File: src/rtl/pc_pkg.sv
// Shared state type and default vectors for the program-counter unit.
package pc_pkg;

  typedef enum logic [1:0] {
    BOOT = 2'd0,
    RUN  = 2'd1,
    HALT = 2'd2
  } pc_state_t;

  localparam logic [31:0] PC_RESET_VEC_DEF   = 32'h0000_0000;
  localparam logic [31:0] PC_TRAP_VEC_DEF    = 32'h0000_0080;
  localparam int unsigned PC_INSTR_BYTES_DEF = 4;
  localparam int unsigned PC_RAS_DEPTH_DEF   = 4;

endpackage

File: src/rtl/pc_ras.sv
// Return-address stack: circular buffer with a top pointer and a saturating count.
// When full, a push overwrites the oldest entry; push+pop replaces the top in place.
module pc_ras #(
  parameter int unsigned XLEN  = 32,
  parameter int unsigned DEPTH = 4
) (
  input  logic            clk,
  input  logic            Reset,
  input  logic            push,
  input  logic            pop,
  input  logic [XLEN-1:0] push_data,
  output logic [XLEN-1:0] top,
  output logic            empty
);

  localparam int unsigned PW = $clog2(DEPTH);
  localparam int unsigned CW = PW + 1;

  logic [XLEN-1:0] mem_q [DEPTH];
  logic [PW-1:0]   ptr_q, ptr_d;
  logic [CW-1:0]   cnt_q, cnt_d;
  logic            wr_en;
  logic [PW-1:0]   wr_idx;
  logic            do_pop;

  assign do_pop = pop && (cnt_q != '0);
  assign empty  = (cnt_q == '0);
  assign top    = mem_q[ptr_q];

  always_comb begin
    ptr_d  = ptr_q;
    cnt_d  = cnt_q;
    wr_en  = 1'b0;
    wr_idx = ptr_q;
    if (push && do_pop) begin
      wr_en = 1'b1;
    end else if (push) begin
      ptr_d  = ptr_q + PW'(1);
      wr_idx = ptr_q + PW'(1);
      wr_en  = 1'b1;
      if (cnt_q != CW'(DEPTH)) cnt_d = cnt_q + CW'(1);
    end else if (do_pop) begin
      ptr_d = ptr_q - PW'(1);
      cnt_d = cnt_q - CW'(1);
    end
  end

  always_ff @(posedge clk) begin
    if (Reset) begin
      ptr_q <= '0;
      cnt_q <= '0;
    end else begin
      ptr_q <= ptr_d;
      cnt_q <= cnt_d;
    end
  end

  // NOTE: the entry array has no reset; the count alone decides which entries are live.
  always_ff @(posedge clk) begin
    if (wr_en) mem_q[wr_idx] <= push_data;
  end

endmodule

File: src/rtl/pc_unit.sv
// Sequenced next-PC generator (BOOT/RUN/HALT) at the head of fetch.
// Return-address stack is compiled in only when PC_UNIT_RAS_EN is defined.
module pc_unit
  import pc_pkg::*;
#(
  parameter int unsigned     XLEN        = 32,
  parameter logic [XLEN-1:0] RESET_VEC   = XLEN'(PC_RESET_VEC_DEF),
  parameter logic [XLEN-1:0] TRAP_VEC    = XLEN'(PC_TRAP_VEC_DEF),
  parameter int unsigned     INSTR_BYTES = PC_INSTR_BYTES_DEF,
  parameter int unsigned     RAS_DEPTH   = PC_RAS_DEPTH_DEF
) (
  input  logic            clk,
  input  logic            Reset,
  input  logic            stall,
  input  logic            redirect,
  input  logic [XLEN-1:0] PC_Next,
  input  logic            trap,
  input  logic            halt_req,
  input  logic            resume,
  input  logic            is_call,
  input  logic            is_ret,
  output logic [XLEN-1:0] PC,
  output logic            pc_valid,
  output logic            misalign,
  output logic            ras_empty
);

  localparam logic [XLEN-1:0] INC        = XLEN'(INSTR_BYTES);
  localparam logic [XLEN-1:0] ALIGN_MASK = XLEN'(INSTR_BYTES - 1);

  pc_state_t       state_q, state_d;
  logic [XLEN-1:0] pc_q, pc_d;
  logic            pc_valid_q, pc_valid_d;
  logic            misalign_q, misalign_d;
  logic [XLEN-1:0] pc_seq;
  logic            bad_target;

  assign pc_seq     = pc_q + INC;
  assign bad_target = |(PC_Next & ALIGN_MASK);

`ifdef PC_UNIT_RAS_EN
  logic            ras_push, ras_pop;
  logic [XLEN-1:0] ras_top;
  logic            ras_empty_w;

  pc_ras #(
    .XLEN  (XLEN),
    .DEPTH (RAS_DEPTH)
  ) u_ras (
    .clk       (clk),
    .Reset     (Reset),
    .push      (ras_push),
    .pop       (ras_pop),
    .push_data (pc_seq),
    .top       (ras_top),
    .empty     (ras_empty_w)
  );

  assign ras_empty = ras_empty_w;
`else
  localparam int unsigned unused_ras_depth = RAS_DEPTH;
  logic unused_ras_inputs;
  assign unused_ras_inputs = is_call ^ is_ret;
  assign ras_empty         = 1'b1;
`endif

  // NOTE: state flops take non-blocking assignments so every flop samples pre-edge values.
  always_ff @(posedge clk) begin
    if (Reset) begin
      state_q    <= BOOT;
      pc_q       <= RESET_VEC;
      pc_valid_q <= 1'b0;
      misalign_q <= 1'b0;
    end else begin
      state_q    <= state_d;
      pc_q       <= pc_d;
      pc_valid_q <= pc_valid_d;
      misalign_q <= misalign_d;
    end
  end

  // Halt is only taken when nothing of higher priority claims the cycle.
  always_comb begin
    state_d = state_q;
    case (state_q)
      BOOT:    state_d = RUN;
      RUN:     if (!trap && !redirect && !stall && halt_req) state_d = HALT;
      HALT:    if (trap || resume) state_d = RUN;
      default: state_d = BOOT;
    endcase
  end

  always_comb begin
    pc_d       = pc_q;
    misalign_d = 1'b0;
`ifdef PC_UNIT_RAS_EN
    ras_push   = 1'b0;
    ras_pop    = 1'b0;
`endif
    case (state_q)
      RUN: begin
        if (trap) begin
          pc_d = TRAP_VEC;
        end else if (redirect && bad_target) begin
          pc_d       = TRAP_VEC;
          misalign_d = 1'b1;
        end else if (redirect) begin
          pc_d = PC_Next;
        end else if (stall || halt_req) begin
          pc_d = pc_q;
        end else begin
`ifdef PC_UNIT_RAS_EN
          ras_push = is_call;
          if (is_ret && !ras_empty_w) begin
            ras_pop = 1'b1;
            pc_d    = ras_top;
          end else begin
            pc_d = pc_seq;
          end
`else
          pc_d = pc_seq;
`endif
        end
      end
      HALT: begin
        if (trap) pc_d = TRAP_VEC;
      end
      default: pc_d = pc_q;
    endcase
    pc_valid_d = (state_d == RUN);
  end

  assign PC       = pc_q;
  assign pc_valid = pc_valid_q;
  assign misalign = misalign_q;

endmodule
File: config.mk
export PLATFORM = sky130hd
export DESIGN_NAME = pc_unit
export DESIGN_NICKNAME = d
export VERILOG_FILES = /design/src/rtl/pc_pkg.sv /design/src/rtl/pc_ras.sv /design/src/rtl/pc_unit.sv
export SDC_FILE = /design/constraint.sdc
export NUM_CORES = 1
export LEC_CHECK = 0
export BUFFER_PORTS_ARGS = -buffer_cell sky130_fd_sc_hd__buf_2
export CAP_MARGIN = 20
export CORE_MARGIN = 5
export CORE_UTILIZATION = 55
export CTS_CLUSTER_DIAMETER = 100
export DETAILED_ROUTE_END_ITERATION = 7
export PLACE_DENSITY = 0.93
export RECOVER_POWER = 25
export SYNTH_ARGS = -nofsm -noshare
export SYNTH_HDL_FRONTEND = slang
export SYNTH_HIERARCHICAL = 1
export SYNTH_SLANG_ARGS = --single-unit
export TNS_END_PERCENT = 50
File: constraint.sdc
create_clock -name clk -period 5.7 [get_ports clk]
set_clock_uncertainty 0.2 [all_clocks]
set_input_delay 1.14 -clock clk [delete_from_list [all_inputs] [get_ports clk]]
set_output_delay 1.14 -clock clk [all_outputs]
set_load 0.03 [all_outputs]
==> metrics.log, run 1 <==
[metrics] power per unit of standard cell area: 202.4 mW/mm²
[metrics] Max VDD drop: 0.1126 mV
[metrics] category of the most critical setup path: input pin to flop
[metrics] Post-synth top cells: sky130_fd_sc_hd__nand2_1 (38), sky130_fd_sc_hd__dfxtp_1 (36), sky130_fd_sc_hd__a21oi_1 (25)
[metrics] area of the mapped netlist: 0.002372 mm²
[metrics] ANT cells: 0
[metrics] floorplan die area: 0.005727 mm²
[metrics] cell type with the highest aggregate area in the netlist: sky130_fd_sc_hd__dfxtp_1
[metrics] count of endpoints failing hold in the final timing report: 0
[metrics] routability congestion estimate from global placement: 0.8213
[metrics] post-place instance area: 0.002711 mm²
[metrics] per-cell via count in the routed design: 6.383
[metrics] top fanout value on the critical path: 59
[metrics] clk sink count: 36
[metrics] post-CTS setup repair buffer count: 0
[metrics] number of fill cells in the layout: 337
[metrics] worst setup slack before clock tree synthesis: 2.087 ns
[metrics] CTS tree: built
[metrics] root cell of the clock tree: sky130_fd_sc_hd__clkbuf_8
[metrics] global-route usage over all layers: 24.25%
[metrics] cell types occupying the most area after synthesis: sky130_fd_sc_hd__dfxtp_1 (30%), sky130_fd_sc_hd__nand2_1 (6.0%), sky130_fd_sc_hd__a21oi_1 (5.3%)
[metrics] average cell area after synthesis: 7.702 µm²
[metrics] level count of the clock H-tree: 2
[metrics] distinct cell type count of the synthesized netlist: 57
[metrics] Net count, final: 415
[metrics] x dimension of the die: 75.68 µm
[metrics] Synth Instances: 308
[metrics] worst-path cell chain: buf_2 > nand2b_1 > o21ai_0 > o21a_1 > a32oi_1 > o32ai_1
[metrics] core area: 0.004086 mm²
[metrics] most used flip-flop cell after synthesis: sky130_fd_sc_hd__dfxtp_1
[metrics] post-synth net total: 354
[metrics] arrival time of the worst setup path: 3.30 ns
[metrics] maximum clock insertion buffer count: 2
[metrics] dominant cell by count in the synthesized netlist: sky130_fd_sc_hd__nand2_1
[metrics] timing-limited maximum frequency: 0.2979 GHz
[metrics] sequential cell area fraction in the yosys report: 30.38%
[metrics] count of input and output buffers: 72
[metrics] flops & latches, synth: 36
[metrics] number of global-route vias before repair: 2,394
[metrics] post-cts resize count: 0
[metrics] number of slew-limit violations in the final report: 0
[metrics] detailed placement HPWL: 4.692 mm
[metrics] post-cts hold buffer count: 0
[metrics] vias: 2,681
[metrics] Initial DRT Pass Iterations: 5
[metrics] slew at the pin closest to its max-slew limit: 0.9973 ns
[metrics] DRT Wirelength: 6.753 mm
[metrics] number of design-rule violations left by the first detailed-router iteration: 255
[metrics] result of the run: finished clean
[metrics] floorplan die height: 75.68 µm
[metrics] row cnt: 23
[metrics] Detail Route Antenna Nets: 0
[metrics] number of buffers inserted during clock tree synthesis: 5
[metrics] Max stage delay on crit path: 0.74 ns
[metrics] fin area: 0.002780 mm²
[metrics] data required time of the worst path: 5.64 ns
[metrics] unrepaired setup endpoints after global routing: no
[metrics] setup-violating endpoint count in the final report: 0
[metrics] share of the clock period used by the worst path after layout: 58.90%
[metrics] Initial Util: 58.05%
[metrics] maximum capacitance violations: 0
[metrics] routed len/inst: 16.08 µm
[metrics] number of synthesized flops with an enable pin: 0
[metrics] critical path startpoint category: input pin
[metrics] fraction of final layout cells with drive strength greater than 1: 20.27%
[metrics] # IOs: 76
[metrics] number of DRC violations after detailed routing: 0
[metrics] wire length of the first global-routing pass: 10.84 mm
[metrics] proportion of netlist area held by the largest area contributor: 30.38%
[metrics] clock-pin slew reported for the worst setup and hold paths after clock tree synthesis: 0.07 ns
[metrics] Critical-path top delay cell: sky130_fd_sc_hd__buf_2
[metrics] relative slew slack: 33.51%
[metrics] growth of design area from synthesis to finish: 17.19%
[metrics] initial antenna violation count: 0
[metrics] class of the tightest hold or removal check: flop to flop
[metrics] Worst Setup End Kind: flop
[metrics] clock latency at the later pin of the worst-skew pair: 0.29 ns
[metrics] minimum clock period after layout: 3.357 ns
[metrics] post-route worst setup slack: 2.343 ns
[metrics] Warnings, synthesis: 6
[metrics] share of flip-flops with an asynchronous set or reset after synthesis: 0%
[metrics] aggregate global routing overflow: 0
[metrics] pin count of the biggest net entering global routing: 60
[metrics] summed negative setup slack over all endpoints: 0 ns
[metrics] reported leakage power: 1.058 nW
==> critical path, delay by kind of cell <==
family                 cells  cell delay (ns)
buffers and inverters      1             0.74
AOI/OAI and AO/OA          4             1.13
and+or+nand+nor            1             0.28
==> final timing paths <==
check / startpoint / endpoint / slack, ns / cells past startpoint
max: redirect / PC[29]$_SDFFE_PP0P_ / 2.34 / 6
min: PC[1]$_SDFFE_PP0P_ / PC[1]$_SDFFE_PP0P_ / 0.27 / 1
max reg2reg: state_q[1]$_SDFF_PP0_ / PC[9]$_SDFFE_PP0P_ / 3.20 / 7
min reg2reg: PC[1]$_SDFFE_PP0P_ / PC[1]$_SDFFE_PP0P_ / 0.27 / 1
==> layer usage <==
| layer | vias up | global-route usage [%] | share of wire [%] |
|---|---|---|---|
| li1 | 1293 | - | - |
| met1 | 1220 | 31.26 | 42 |
| met2 | 156 | 39.12 | 46 |
| met3 | 12 | 5.937 | 10 |
| met4 | 0 | 9.320 | 1.7 |
| met5 | - | 0 | 0 |
==> cell type report <==
class                   count  area [µm²]  share of cell area [%]
flip-flops and latches     36       720.7                   25.92
repair buffers             74       354.1                   12.74
well taps                  50       62.56                   2.250
clock buffers               8       90.09                   3.240
inverters                  12       45.04                   1.620
multi-input cells         240        1508                   54.23
==> through the flow <==
stage	std cells	utilization [%]	hold slack (ns)	power, mW
final	420	68.03	0.2696	0.5628
after global routing	420	68.03	0.2910	0.5847
after CTS	420	68.55	0.2658	0.5645
after detailed placement	412	66.35	0.2463	0.3783
after global placement	412	66.35	0.2381	0.3752
after floorplan	308	-	0.4064	0.3434
==> registers in the layout, indices dropped and copies added, names as in the netlist <==
name	count
misalign	1
state_q	2
pc_valid	1
PC	32
==> cell usage in the layout (no fill, tap or decap), types with 5 or more instances in the layout <==
cell / n
sky130_fd_sc_hd__nand3_1: 10
sky130_fd_sc_hd__and4_1: 7
sky130_fd_sc_hd__a32oi_1: 5
sky130_fd_sc_hd__o2bb2ai_1: 6
sky130_fd_sc_hd__clkbuf_1: 19
sky130_fd_sc_hd__ha_1: 5
sky130_fd_sc_hd__buf_2: 55
sky130_fd_sc_hd__inv_1: 12
sky130_fd_sc_hd__o21ai_0: 21
sky130_fd_sc_hd__nand2_1: 38
sky130_fd_sc_hd__and2_1: 8
sky130_fd_sc_hd__o22ai_1: 9
sky130_fd_sc_hd__nand4_1: 9
sky130_fd_sc_hd__dfxtp_1: 36
sky130_fd_sc_hd__nor3_1: 9
sky130_fd_sc_hd__nor4_1: 11
sky130_fd_sc_hd__clkbuf_8: 6
sky130_fd_sc_hd__a21oi_1: 25
sky130_fd_sc_hd__nor2_1: 17
==> power by group <==
group / internal, mW / switching (mW)
Clock: 0.0986 / 0.0905
Combinational: 0.0366 / 0.0681
Sequential: 0.259 / 0.0105
==> cell families after synthesis <==
logic type | share of synthesized area (%)
AO/OA/AOI/OAI | 28.53
XOR/XNOR | 1.846
adder cells (fa/ha/maj) | 2.637
buffers and inverters | 6.065
flip-flops | 30.38
multiplexers | 0.8439
other | 0.1581
AND/OR/NAND/NOR | 29.54
No activity file was read; power rests on OpenSTA's default activity.
==> run 2: changes to the inputs <==
--- a/config.mk
+++ b/config.mk
@@ -8,10 +8,10 @@
 export BUFFER_PORTS_ARGS = -buffer_cell sky130_fd_sc_hd__buf_2
 export CAP_MARGIN = 20
 export CORE_MARGIN = 5
-export CORE_UTILIZATION = 55
+export CORE_UTILIZATION = 51
 export CTS_CLUSTER_DIAMETER = 100
 export DETAILED_ROUTE_END_ITERATION = 7
-export PLACE_DENSITY = 0.93
+export PLACE_DENSITY = 0.88
 export RECOVER_POWER = 25
 export SYNTH_ARGS = -nofsm -noshare
 export SYNTH_HDL_FRONTEND = slang
==> constraint.sdc (replaced) <==
create_clock -name clk -period 3.5 [get_ports clk]
set_clock_uncertainty 0.2 [all_clocks]
set_input_delay 0.7 -clock clk [delete_from_list [all_inputs] [get_ports clk]]
set_output_delay 0.7 -clock clk [all_outputs]
set_load 0.03 [all_outputs]
==> run 2 against run 1 <==
Routed wire length rose by 4.2%; sequential power rose by 63%; design area rose by 0.41%; register-to-register slack got worse by 2.2 ns; sequential cell count did not move; cell count rose by 0.71%; setup slack got worse by 1.6 ns; die area rose by 6.8%; critical endpoint is now PC[25]$_SDFFE_PP0P_; largest cell class unchanged; largest power group unchanged.
==> metrics.log, run 2 (same netlist as run 1, synthesis figures left out) <==
[metrics] Max VDD drop: 0.1548 mV
[metrics] Worst Min Path Start: PC[1]$_SDFFE_PP0P_
[metrics] CTS tree: built
[metrics] clock latency at the later pin of the worst-skew pair: 0.30 ns
[metrics] reported leakage power: 1.069 nW
[metrics] growth of design area from synthesis to finish: 17.67%
[metrics] relative slew slack: 48.09%
[metrics] Net count, final: 416
[metrics] leading cell types in the layout, fill and taps excluded: sky130_fd_sc_hd__buf_2 (56), sky130_fd_sc_hd__nand2_1 (38), sky130_fd_sc_hd__dfxtp_1 (36)
[metrics] slew at the pin closest to its max-slew limit: 0.7787 ns
[metrics] cell count after placement: 415
[metrics] critical path startpoint category: input pin
[metrics] number of buffers inserted during clock tree synthesis: 5
[metrics] post-cts resize count: 0
[metrics] number of buffer and inverter stages on the critical path: 1
[metrics] cell type group with the largest total delay on the critical path: compound AO/OA/AOI/OAI gates
[metrics] critical register-to-register path startpoint: state_q[1]$_SDFF_PP0_
[metrics] detailed placement HPWL: 4.865 mm
[metrics] Multi-input gate area: 0.001508 mm²
[metrics] aggregate global routing overflow: 0
[metrics] Worst Hold End: PC[1]$_SDFFE_PP0P_
[metrics] x dimension of the die: 78.20 µm
[metrics] post-route worst setup slack: 0.7180 ns
[metrics] category of the most critical setup path: input pin to flop
[metrics] post-cts hold buffer count: 0
[metrics] initial antenna violation count: 0
[metrics] total area of sequential cells: 720.7 µm²
[metrics] class of the tightest hold or removal check: flop to flop
[metrics] DRT Wirelength: 7.036 mm
[metrics] core area: 0.004444 mm²
[metrics] worst-path cell chain: clkbuf_1 > nand2b_1 > o21ai_0 > o21a_1 > a41oi_1 > o32ai_1
[metrics] routed len/inst: 16.63 µm
[metrics] most common library cell in the layout ignoring fill and taps: sky130_fd_sc_hd__buf_2
[metrics] number of slew-limit violations in the final report: 0
[metrics] summed negative setup slack over all endpoints: 0 ns
[metrics] Hold Path Depth: 1
[metrics] worst setup slack before clock tree synthesis: 0.6624 ns
[metrics] Tot Pwr: 0.9247 mW
[metrics] number of global-route vias before repair: 2,586
[metrics] worst r2r path cells: 7
[metrics] post-CTS setup repair buffer count: 0
[metrics] worst reg2reg path endpoint: PC[25]$_SDFFE_PP0P_
[metrics] Post-Layout Cell Count: 423
[metrics] count of input and output buffers: 72
[metrics] unrepaired setup endpoints after global routing: no
[metrics] top fanout value on the critical path: 21
[metrics] pin count of the biggest net entering global routing: 44
[metrics] floorplan die area: 0.006115 mm²
[metrics] Worst Setup End Kind: flop
[metrics] Max stage delay on crit path: 0.68 ns
[metrics] routability congestion estimate from global placement: 0.8292
[metrics] vias: 2,716
[metrics] # IOs: 76
[metrics] Detail Route Antenna Nets: 0
[metrics] fraction of final layout cells with drive strength greater than 1: 20.75%
[metrics] level count of the clock H-tree: 2
[metrics] Initial DRT Pass Iterations: 6
[metrics] root cell of the clock tree: sky130_fd_sc_hd__clkbuf_8
[metrics] Critical-path top delay cell: sky130_fd_sc_hd__o21a_1
[metrics] maximum clock insertion buffer count: 2
[metrics] ANT cells: 0
[metrics] number of flip-flops under the largest register name: 32
[metrics] number of DRC violations after detailed routing: 0
[metrics] data required time of the worst path: 3.50 ns
[metrics] Initial Util: 53.38%
[metrics] floorplan die height: 78.20 µm
[metrics] number of fill cells in the layout: 410
[metrics] share of the clock period used by the worst path after layout: 79.48%
[metrics] global-route usage over all layers: 22.98%
[metrics] timing-limited maximum frequency: 0.3595 GHz
[metrics] result of the run: finished clean
[metrics] minimum clock period after layout: 2.782 ns
[metrics] clk sink count: 36
[metrics] clock-pin slew reported for the worst setup and hold paths after clock tree synthesis: 0.07 ns
[metrics] per-cell via count in the routed design: 6.421
[metrics] maximum capacitance violations: 0
[metrics] power per unit of standard cell area: 331.3 mW/mm²
[metrics] wire length of the first global-routing pass: 11.60 mm
[metrics] row cnt: 24
[metrics] count of endpoints failing hold in the final timing report: 0
[metrics] arrival time of the worst setup path: 2.78 ns
[metrics] number of design-rule violations left by the first detailed-router iteration: 317
[metrics] slack of the worst reg-to-reg path: 0.96 ns
[metrics] setup-violating endpoint count in the final report: 0
[run 2: area by class of cell]
class | count | share of cell area, %
Tap cell | 52 | 2.331
Multi-Input combinational cell | 240 | 54.01
Sequential cell | 36 | 25.82
Inverter | 12 | 1.614
Clock buffer | 8 | 3.227
Timing Repair Buffer | 75 | 13.00
[run 2: worst reg2reg max path, cell delays in order, from the launching register on]
cell                       delay [ns]
sky130_fd_sc_hd__dfxtp_1         0.35
sky130_fd_sc_hd__inv_1           0.10
sky130_fd_sc_hd__ha_1            0.21
sky130_fd_sc_hd__nand2b_1        0.12
sky130_fd_sc_hd__o21ai_0         0.37
sky130_fd_sc_hd__o21a_1          0.68
sky130_fd_sc_hd__a41oi_1         0.10
sky130_fd_sc_hd__o32ai_1         0.30
[run 2: through the flow]
stage	utilization [%]	hold WS, ns	cell area, µm²
after global routing	62.81	0.2968	2791
after detailed placement	61.23	0.2485	2721
after global placement	61.23	0.2452	2721
after floorplan	-	0.4064	2372
after CTS	63.26	0.2721	2811
final	62.81	0.2720	2791
[run 2: power breakdown]
group | switching [mW] | leakage [nW] | internal (mW)
Combinational | 0.113 | 0.732 | 0.0600
Clock | 0.153 | 0.0455 | 0.161
Sequential | 0.0173 | 0.292 | 0.421
Total | 0.283 | 1.07 | 0.642
[run 2: worst max path at each step]
| stage | startpoint | end | slack, ns | cells after the start |
|---|---|---|---|---|
| final | redirect | PC[25]$_SDFFE_PP0P_ | 0.72 | 6 |
| after global placement | redirect | PC[11]$_SDFFE_PP0P_ | 0.77 | 6 |
| after global routing | redirect | PC[25]$_SDFFE_PP0P_ | 0.58 | 6 |
| after detailed placement | redirect | PC[25]$_SDFFE_PP0P_ | 0.66 | 6 |
| after floorplan | stall | PC[28]$_SDFFE_PP0P_ | 1.23 | 6 |
| after CTS | redirect | PC[25]$_SDFFE_PP0P_ | 0.94 | 6 |
[run 2: layer usage]
metal | track usage (%) | part of all wire (%)
met4 | 11.54 | 2.3
met2 | 37.67 | 47
met1 | 27.77 | 40
met5 | 0 | 0
met3 | 6.178 | 10
==> run 3: changes to the inputs <==
==> constraint.sdc (replaced) <==
create_clock -name clk -period 2.6 [get_ports clk]
set_clock_uncertainty 0.2 [all_clocks]
set_input_delay 0.52 -clock clk [delete_from_list [all_inputs] [get_ports clk]]
set_output_delay 0.52 -clock clk [all_outputs]
set_load 0.03 [all_outputs]
==> run 3 against run 2 <==
Critical path depth is 2 higher; non-clock buffer count is 7 higher; sequential share of layout area is 0.49 points lower; sequential cell count stayed put; combinational power is 38% higher; critical path type is now flop to flop; highest routed layer unchanged.
==> metrics.log, run 3 (same netlist as run 1, synthesis figures left out) <==
[metrics] unrepaired setup endpoints after global routing: no
[metrics] top fanout value on the critical path: 7
[metrics] number of global-route vias before repair: 2,564
[metrics] Max stage delay on crit path: 0.41 ns
[metrics] relative slew slack: 60.02%
[metrics] floorplan die area: 0.006115 mm²
[metrics] clock latency at the later pin of the worst-skew pair: 0.29 ns
[metrics] ANT cells: 0
[metrics] x dimension of the die: 78.20 µm
[metrics] Detail Route Antenna Nets: 0
[metrics] Routed met1 length: 2.972 mm
[metrics] DRT Wirelength: 6.945 mm
[metrics] Critical-path top delay cell: sky130_fd_sc_hd__dfxtp_1
[metrics] number of slew-limit violations in the final report: 0
[metrics] post-cts hold buffer count: 0
[metrics] Initial DRT Pass Iterations: 5
[metrics] routed wire length on met3: 588 µm
[metrics] Worst Setup End Kind: flop
[metrics] share of the clock period used by the worst path after layout: 89.15%
[metrics] Worst Min Path Start: PC[1]$_SDFFE_PP0P_
[metrics] number of buffers inserted during clock tree synthesis: 5
[metrics] clk sink count: 36
[metrics] fraction of final layout cells with drive strength greater than 1: 22.49%
[metrics] number of buffer and inverter stages on the critical path: 2
[metrics] wire length of the first global-routing pass: 11.52 mm
[metrics] post-CTS setup repair buffer count: 0
[metrics] number of flip-flops under the largest register name: 32
[metrics] pin count of the biggest net entering global routing: 38
[metrics] Post-Layout Cell Count: 430
[metrics] Initial Util: 53.38%
[metrics] number of DRC violations after detailed routing: 0
[metrics] routability congestion estimate from global placement: 0.8378
[metrics] cell type group with the largest total delay on the critical path: simple AND/OR/NAND/NOR gates
[metrics] per-cell via count in the routed design: 6.326
[metrics] clock-pin slew reported for the worst setup and hold paths after clock tree synthesis: 0.08 ns
[metrics] critical path startpoint category: flop
[metrics] slew at the pin closest to its max-slew limit: 0.5991 ns
[metrics] fin area: 0.002845 mm²
[metrics] timing-limited maximum frequency: 0.4314 GHz
[metrics] post-place instance area: 0.002774 mm²
[metrics] core area: 0.004444 mm²
[metrics] Net count, final: 423
[metrics] global-route usage over all layers: 23.02%
[metrics] minimum clock period after layout: 2.318 ns
[metrics] initial antenna violation count: 0
[metrics] root cell of the clock tree: sky130_fd_sc_hd__clkbuf_8
[metrics] count of input and output buffers: 72
[metrics] arrival time of the worst setup path: 2.34 ns
[metrics] routed len/inst: 16.15 µm
[metrics] # IOs: 76
[metrics] vias: 2,720
[metrics] aggregate global routing overflow: 0
[metrics] number of design-rule violations left by the first detailed-router iteration: 304
[metrics] detailed placement HPWL: 4.999 mm
[metrics] number of fill cells in the layout: 411
[metrics] reported leakage power: 1.105 nW
[metrics] worst-path cell chain: inv_1 > ha_1 > nor2_4 > o2111ai_4 > or3_1 > buf_4 > o22ai_1 > o2bb2ai_1
[metrics] summed negative setup slack over all endpoints: 0 ns
[metrics] power per unit of standard cell area: 440.8 mW/mm²
[metrics] post-cts resize count: 0
[metrics] cell count after placement: 422
[metrics] result of the run: finished clean
[metrics] class of the tightest hold or removal check: flop to flop
[metrics] level count of the clock H-tree: 2
[metrics] data required time of the worst path: 2.62 ns
[metrics] most common library cell in the layout ignoring fill and taps: sky130_fd_sc_hd__buf_2
[metrics] WL met2: 3.201 mm
[metrics] CTS tree: built
[metrics] maximum capacitance violations: 0
[metrics] slack of the worst reg-to-reg path: 0.28 ns
[metrics] Max VDD drop: 0.2683 mV
[metrics] startpoint of the worst setup timing path: state_q[0]$_SDFF_PP0_
[metrics] leading cell types in the layout, fill and taps excluded: sky130_fd_sc_hd__buf_2 (57), sky130_fd_sc_hd__nand2_1 (38), sky130_fd_sc_hd__dfxtp_1 (36)
[metrics] growth of design area from synthesis to finish: 19.94%
[metrics] setup-violating endpoint count in the final report: 0
[metrics] category of the most critical setup path: flop to flop
[metrics] row cnt: 24
[metrics] maximum clock insertion buffer count: 2
[metrics] count of endpoints failing hold in the final timing report: 0
[metrics] critical register-to-register path startpoint: state_q[0]$_SDFF_PP0_
[metrics] floorplan die height: 78.20 µm
[metrics] top layer in use: met4
==> run 3: changes by cell type in the layout (fill, tap and decap cells not counted) <==
| cell | before | now |
|---|---|---|
| sky130_fd_sc_hd__buf_4 | 3 | 10 |
| sky130_fd_sc_hd__buf_2 | 56 | 57 |
| sky130_fd_sc_hd__clkbuf_1 | 18 | 17 |
==> run 3: worst register-to-register path, stage by stage, from the launching register on <==
cell and delay [ns]:
sky130_fd_sc_hd__dfxtp_1 0.41, sky130_fd_sc_hd__inv_1 0.09, sky130_fd_sc_hd__ha_1 0.30, sky130_fd_sc_hd__nor2_4 0.20
sky130_fd_sc_hd__o2111ai_4 0.19, sky130_fd_sc_hd__or3_1 0.39, sky130_fd_sc_hd__buf_4 0.19, sky130_fd_sc_hd__o22ai_1 0.14
sky130_fd_sc_hd__o2bb2ai_1 0.13
==> run 3: area by class of cell <==
| class | instances | area (µm²) | area share (%) |
|---|---|---|---|
| clock buffer | 8 | 90.09 | 3.166 |
| inverter | 12 | 45.04 | 1.583 |
| multi-input combinational | 240 | 1508 | 52.99 |
| sequential | 36 | 720.7 | 25.33 |
| tap | 52 | 65.06 | 2.287 |
| timing repair buffer | 82 | 416.7 | 14.64 |
==> run 3: metrics by stage <==
stage                     worst slack, ns  hold slack (ns)  util, %  total power, mW
after floorplan                    0.4182           0.3985        -           0.7528
after global placement             0.3702           0.2413    62.42           0.8317
after detailed placement           0.2982           0.2398    62.42           0.8377
after CTS                          0.3040           0.2606    64.44            1.251
after global routing               0.1256           0.2916    64.02            1.301
final                              0.2820           0.2598    64.02            1.254
==> run 3: final timing paths <==
| kind | endpoint | cells after the start |
|---|---|---|
| setup / recovery | PC[12]$_SDFFE_PP0P_ | 8 |
| hold / removal | PC[1]$_SDFFE_PP0P_ | 1 |
| setup reg to reg | PC[12]$_SDFFE_PP0P_ | 8 |
| hold reg to reg | PC[1]$_SDFFE_PP0P_ | 1 |
==> run 3: routing by layer <==
metal / up-vias / track usage (%)
met3: 22 / 4.348
li1: 1305 / -
met4: 0 / 11.01
met2: 144 / 37.16
met1: 1249 / 29.63
met5: - / 0
==> run 3: power breakdown <==
group	internal [mW]	total, mW	switching (mW)
Sequential	0.567	0.590	0.0233
Combinational	0.0869	0.238	0.151
Clock	0.216	0.426	0.210
